`src/rtl/seg7_scan_if.sv`:
```
// Bus bundle between a multiplexed 7-segment display and the scan reader.
//   seg_n       : segment lines, active low, bit0=a .. bit6=g
//   an_n        : digit enables, active low, bit i = digit i
//   bcd_value   : last complete frame, nibble i = digit i
//   digit_err   : per-digit invalid-pattern flags of the last frame
//   frame_valid : one-clock pulse when bcd_value/digit_err update
//   stale       : no frame completed within the timeout window
interface seg7_scan_if #(
  parameter int unsigned DIGITS = 4
);
  logic [6:0]          seg_n;
  logic [DIGITS-1:0]   an_n;
  logic [4*DIGITS-1:0] bcd_value;
  logic [DIGITS-1:0]   digit_err;
  logic                frame_valid;
  logic                stale;

  // Display side (or stimulus) drives the bus and observes the results.
  modport master (
    output seg_n,
    output an_n,
    input  bcd_value,
    input  digit_err,
    input  frame_valid,
    input  stale
  );

  // Reader side.
  modport slave (
    input  seg_n,
    input  an_n,
    output bcd_value,
    output digit_err,
    output frame_valid,
    output stale
  );
endinterface

```
`src/rtl/seg7_scan_reader.sv`:
```
// Recovers packed BCD digits from a multiplexed, active-low 7-segment bus.
// The bus is synchronized, filtered for stability, and each stable digit
// period is decoded once into a shadow frame; a full set of digits is
// published as one frame. A watchdog flags scanning that has stalled.
//   clk : system clock
//   rst : asynchronous active-high reset
//   bus : seg7_scan_if slave (seg_n/an_n in; bcd_value, digit_err,
//         frame_valid, stale out)
module seg7_scan_reader #(
  parameter int unsigned DIGITS        = 4,
  parameter int unsigned STABLE_CYCLES = 8,
  parameter int unsigned TIMEOUT       = 65536
) (
  input  logic       clk,
  input  logic       rst,
  seg7_scan_if.slave bus
);
  localparam int unsigned SW = DIGITS + 7;
  localparam int unsigned CW = $clog2(STABLE_CYCLES + 1);
  localparam int unsigned TW = $clog2(TIMEOUT + 1);

  typedef enum logic {StSettle, StHold} state_e;

  // Returns {err, nibble}; anything outside the ten digit glyphs is an error.
  function automatic logic [4:0] decode(input logic [6:0] seg);
    logic [4:0] res;
    case (seg)
      7'h40:   res = 5'h00;
      7'h79:   res = 5'h01;
      7'h24:   res = 5'h02;
      7'h30:   res = 5'h03;
      7'h19:   res = 5'h04;
      7'h12:   res = 5'h05;
      7'h02:   res = 5'h06;
      7'h78:   res = 5'h07;
      7'h00:   res = 5'h08;
      7'h18:   res = 5'h09;
      default: res = 5'h1F;
    endcase
    return res;
  endfunction

  logic [SW-1:0]       r_sync1, r_sync2, r_prev;
  state_e              r_state;
  logic [CW-1:0]       r_cnt;
  logic [4*DIGITS-1:0] r_shadow, r_bcd;
  logic [DIGITS-1:0]   r_shadow_err, r_mask, r_err;
  logic                r_fv, r_stale;
  logic [TW-1:0]       r_tcnt;

  logic [DIGITS-1:0]   w_sel;
  logic                w_same, w_onehot, w_eval, w_capture, w_full, w_timeout;
  logic [4:0]          w_dec;

  always_comb begin
    w_same    = (r_sync2 == r_prev);
    w_sel     = ~r_sync2[SW-1:7];
    w_onehot  = (w_sel != '0) && ((w_sel & (w_sel - 1'b1)) == '0);
    // The current sample is the STABLE_CYCLES-th identical one in a row.
    w_eval    = (r_state == StSettle) && w_same && (r_cnt >= CW'(STABLE_CYCLES - 1));
    w_capture = w_eval && w_onehot;
    w_dec     = decode(r_sync2[6:0]);
    w_full    = &r_mask;
    w_timeout = (r_tcnt == TW'(TIMEOUT - 1));
  end

  // Input synchronizer; idle bus is all ones.
  always_ff @(posedge clk or posedge rst) begin
    if (rst) begin
      r_sync1 <= '1;
      r_sync2 <= '1;
      r_prev  <= '1;
    end else begin
      r_sync1 <= {bus.an_n, bus.seg_n};
      r_sync2 <= r_sync1;
      r_prev  <= r_sync2;
    end
  end

  // Stability filter: one evaluation per stable period.
  always_ff @(posedge clk or posedge rst) begin
    if (rst) begin
      r_state <= StSettle;
      r_cnt   <= '0;
    end else if (!w_same) begin
      r_state <= StSettle;
      r_cnt   <= CW'(1);
    end else if (w_eval) begin
      r_state <= StHold;
      r_cnt   <= CW'(STABLE_CYCLES);
    end else if (r_state == StSettle) begin
      r_cnt   <= r_cnt + 1'b1;
    end
  end

  // Shadow frame assembly, frame publish and stall watchdog.
  always_ff @(posedge clk or posedge rst) begin
    if (rst) begin
      r_shadow     <= '0;
      r_shadow_err <= '0;
      r_mask       <= '0;
      r_bcd        <= '0;
      r_err        <= '0;
      r_fv         <= 1'b0;
      r_stale      <= 1'b0;
      r_tcnt       <= '0;
    end else begin
      for (int unsigned i = 0; i < DIGITS; i++) begin
        if (w_capture && w_sel[i]) begin
          r_shadow[4*i +: 4] <= w_dec[3:0];
          r_shadow_err[i]    <= w_dec[4];
        end
      end
      r_mask <= ((w_full || w_timeout) ? '0 : r_mask) | (w_capture ? w_sel : '0);
      r_fv   <= w_full;
      if (w_full) begin
        r_bcd <= r_shadow;
        r_err <= r_shadow_err;
      end
      // A completing frame takes priority over an expiring watchdog.
      if (w_full) begin
        r_tcnt  <= '0;
        r_stale <= 1'b0;
      end else if (w_timeout) begin
        r_tcnt  <= '0;
        r_stale <= 1'b1;
      end else begin
        r_tcnt  <= r_tcnt + 1'b1;
      end
    end
  end

  assign bus.bcd_value   = r_bcd;
  assign bus.digit_err   = r_err;
  assign bus.frame_valid = r_fv;
  assign bus.stale       = r_stale;
endmodule

```
`src/flat_wrapper.sv`:
```
// flat-port wrapper written by rule: the top's interface ports become plain ports
module seg7_scan_reader_flat 
#(
  parameter int unsigned DIGITS        = 4,
  parameter int unsigned STABLE_CYCLES = 8,
  parameter int unsigned TIMEOUT       = 65536
)
  (clk, rst, bus_seg_n, bus_an_n, bus_bcd_value, bus_digit_err, bus_frame_valid, bus_stale);
  seg7_scan_if #(.DIGITS(DIGITS)) bus_i ();
  input  logic clk;
  input  logic rst;
  input wire logic [$bits(bus_i.seg_n)-1:0] bus_seg_n;
  input wire logic [$bits(bus_i.an_n)-1:0] bus_an_n;
  output wire logic [$bits(bus_i.bcd_value)-1:0] bus_bcd_value;
  output wire logic [$bits(bus_i.digit_err)-1:0] bus_digit_err;
  output wire logic [$bits(bus_i.frame_valid)-1:0] bus_frame_valid;
  output wire logic [$bits(bus_i.stale)-1:0] bus_stale;
  assign bus_i.seg_n = bus_seg_n;
  assign bus_i.an_n = bus_an_n;
  assign bus_bcd_value = bus_i.bcd_value;
  assign bus_digit_err = bus_i.digit_err;
  assign bus_frame_valid = bus_i.frame_valid;
  assign bus_stale = bus_i.stale;
  seg7_scan_reader #(.DIGITS(DIGITS), .STABLE_CYCLES(STABLE_CYCLES), .TIMEOUT(TIMEOUT)) u_core (.clk(clk), .rst(rst), .bus(bus_i));
endmodule
```
`config.mk`:
```
export PLATFORM = sky130hd
export DESIGN_NAME = seg7_scan_reader_flat
export DESIGN_NICKNAME = d
export VERILOG_FILES = /design/src/rtl/seg7_scan_if.sv /design/src/rtl/seg7_scan_reader.sv /design/src/flat_wrapper.sv
export SDC_FILE = /design/constraint.sdc
export NUM_CORES = 1
export LEC_CHECK = 0
export ABC_AREA = 0
export CAP_MARGIN = 0
export CORE_ASPECT_RATIO = 0.75
export CORE_UTILIZATION = 35
export DETAILED_ROUTE_END_ITERATION = 8
export SYNTH_ARGS = -nofsm -noshare
export SYNTH_HDL_FRONTEND = slang
export SYNTH_SLANG_ARGS = --single-unit
```
`constraint.sdc`:
```
create_clock -name clk -period 7.7 [get_ports clk]
set_input_delay 1.54 -clock clk [delete_from_list [all_inputs] [get_ports clk]]
set_output_delay 1.54 -clock clk [all_outputs]
set_load 0.02 [all_outputs]
```
==> flow_metrics.env <==
export IMPL_hold_viol_final=0
export IMPL_ios=35
export IMPL_post_synth_top_count_cell="dfrtp_1"
export IMPL_hold_class="register to register"
export IMPL_path_max_fanout=2
export IMPL_maxSlewHeadroom_pct=44.8
export IMPL_setup_viol=0
export IMPL_area_growth_pct=19.0
export IMPL_die_w_microns=127
export IMPL_core_sq_um=11100
export IMPL_yosysTopAreaCellShare_pct=41.8
export IMPL_grt_usage_pct=14.2
export IMPL_clock_fmax_ghz=0.349
export IMPL_period_minus_slack_ps=2860
export IMPL_irDropWorstVdd_uv=118
export IMPL_die_h_microns=95.4
export IMPL_tns_ps=0
export IMPL_vias=2536
export IMPL_drv_slew=0
export IMPL_cp_start_kind="register"
export IMPL_wl_per_cell_microns=14.3
export IMPL_synth_nets=360
export IMPL_cts_root_buffer="clkbuf_16"
export IMPL_grt_pass1_wl_microns=13100
export IMPL_route_detailed_drc=0
export IMPL_final_nets=395
export IMPL_ant_nets=0
export IMPL_rsz0062_at_grt="false"
export IMPL_fin_skew_ps=7.18
export IMPL_cts_repair_resized=0
export IMPL_initialDrtViolationCount=202
export IMPL_dp_final_hpwl_microns=5080
export IMPL_placed_cell_area_sq_um=4560
export IMPL_wl_microns=7530
export IMPL_postCtsSetupRepairBufs=0
export IMPL_p_leak_nw=2.21
export IMPL_cpLargestDelayFamily="buffers and inverters"
export IMPL_worst_slew_pin_slew_ps=824
export IMPL_clk_pin_slew_ps=70
export IMPL_crit_path_cell_trace="clkdlybuf4s50_1"
export IMPL_synth_cells=345
export IMPL_drive_gt1_share_pct=20.8
export IMPL_ys_ff_latch=101
export IMPL_outcome="complete, no violations"
export IMPL_yosysSeqAreaShare_pct=63.1
export IMPL_insertion_delay_ps=340
export IMPL_hold_buffers=0
export IMPL_antenna_found_initial=0
export IMPL_gp_congestion=0.818
export IMPL_initial_core_util_pct=36.7
export IMPL_critPathBufInv=1
export IMPL_final_period_utilization_pct=37.2
export IMPL_gr_total_overflow=0
export IMPL_firstDrtPassIters=4
export IMPL_clock_sinks=101
export IMPL_syn_avg_cell_area_sq_um=11.8
export IMPL_cp_arrival_ps=1320
export IMPL_synth_edf_count=0
export IMPL_synth_area_leaders="dfrtp_1, dfstp_2, nand2_1"
export IMPL_fp_dieArea_sq_um=12100
export IMPL_grt_max_degree=58
export IMPL_yosys_area_top_type="dfrtp_1"
export IMPL_cp_end_kind="primary output"
export IMPL_htreeDepth=3
export IMPL_rows=33
export IMPL_synth_main_ff_cell="dfrtp_1"
export IMPL_cts_tree="yes"
export IMPL_antenna_cells=0
export IMPL_path_class="register to primary output"
export IMPL_cts_inserted_buffers=9
export IMPL_slowest_stage="clkdlybuf4s50_1"
export IMPL_postSynth_asyncResetShare_pct=100
export IMPL_critical_path_max_stage_delay_ps=610
export IMPL_cts_path_max_buffers=2
export IMPL_cap_violations=0
export IMPL_powerDensity_nw_per_um2=212
export IMPL_yosysWarningCount=0
export IMPL_stdcell_area_sq_um=4850
export IMPL_netlist_area_sq_um=4070
export IMPL_grt_pass1_vias=2551
export IMPL_viasPerCell=4.83
export IMPL_n_fill_cell=1026
export IMPL_synthTopCellsByCount="dfrtp_1, nand2_1, dfstp_2"
export IMPL_io_buffers=34
export IMPL_synth_cell_types=47
export IMPL_required_ps=6160
export IMPL_r2r_setup_slack_ps=5180
## flip-flops by register name (all words and copies together) (netlist names)
signal and flops:
u_core.r_sync2 11, u_core.r_shadow 16, u_core.bus.stale 1, u_core.r_shadow_err 4, u_core.r_prev 11, u_core.r_tcnt 17
u_core.bus.frame_valid 1, u_core.bus.digit_err 4, u_core.r_sync1 11, u_core.r_mask 4, u_core.bus.bcd_value 16, u_core.r_state 1
u_core.r_cnt 4
## per-layer routing
layer / routed length, microns / track usage [%]
met5: 0 / 0
met4: 139 / 6.33
met3: 214 / 3.25
met2: 3220 / 20.7
met1: 3960 / 20.2
## cells by family after synthesis
logic type | after synthesis | share of synthesized area, %
AO/OA/AOI/OAI | 33 | 5.68
multiplexers | 20 | 5.53
flip-flops | 101 | 63.1
buffers and inverters | 15 | 1.38
AND/OR/NAND/NOR | 147 | 17.9
adder cells (fa/ha/maj) | 2 | 0.614
XOR/XNOR | 27 | 5.81
## report_power, final
part	internal [W]	switching, W
clock	0.000260	0.000178
combinational	0.0000135	0.0000180
sequential	0.000547	0.0000114
total	0.000821	0.000208
## through the flow
step,setup WS (ps),instances,hold slack [ps],util (%),power (W)
floorplan,3570,345,345,-,0.000585
global placement,4580,509,346,41.1,0.000599
detailed placement,4560,509,347,41.1,0.000600
CTS,4800,525,356,43.7,0.00104
global route,4720,525,357,43.7,0.00107
finish,4840,525,354,43.7,0.00103
## layout make-up
class                      instances  area, sq um  share of cell area [%]
inverter                           3         13.8                   0.284
clock inverter                     2         33.8                   0.697
sequential                       101         2570                    53.0
tap                              140          175                    3.61
timing repair buffer              36          355                    7.33
clock buffer                      14          254                    5.24
multi-input combinational        229         1450                    29.9
## path summary, 6_finish.rpt
kind / cells after the start / endpoint / from
worst max-delay path: 1 / bus_bcd_value[2] / u_core.bus.bcd_value[2]
min in group asynchronous: 2 / u_core.bus.bcd_value[4] / rst
worst max register to register: 5 / u_core.r_shadow[14] / u_core.r_sync2[0]
max in group asynchronous: 3 / u_core.r_shadow_err[0] / rst
worst min register to register: 0 / u_core.r_sync2[10] / u_core.r_sync1[10]
worst min-delay path: 0 / u_core.r_sync2[10] / u_core.r_sync1[10]
## layout by cell type (no fill, tap or decap), types with 2 or more instances in the layout
| master | Yosys | layout |
|---|---|---|
| dfstp_2 | 33 | 33 |
| clkdlybuf4s50_1 | 0 | 34 |
| xnor2_1 | 6 | 6 |
| nand3_1 | 6 | 6 |
| nand2_1 | 67 | 67 |
| mux2_2 | 20 | 20 |
| o21ai_0 | 6 | 6 |
| nor2_1 | 30 | 30 |
| nor4_1 | 2 | 2 |
| nor3_4 | 4 | 4 |
| buf_4 | 0 | 2 |
| nand4_1 | 6 | 6 |
| a21o_2 | 4 | 4 |
| nand2b_1 | 3 | 3 |
| or4_1 | 2 | 2 |
| a21oi_1 | 8 | 8 |
| ha_1 | 2 | 2 |
| clkbuf_16 | 0 | 9 |
| and3_1 | 6 | 6 |
| nor2b_1 | 2 | 2 |
| nand4b_1 | 3 | 3 |
| a31oi_1 | 3 | 3 |
| clkbuf_1 | 11 | 4 |
| and4_1 | 2 | 2 |
| clkinv_1 | 1 | 2 |
| dfrtp_1 | 68 | 68 |
| xor2_1 | 21 | 21 |
| nor3_1 | 6 | 6 |
(Power assumes the default switching activity.)
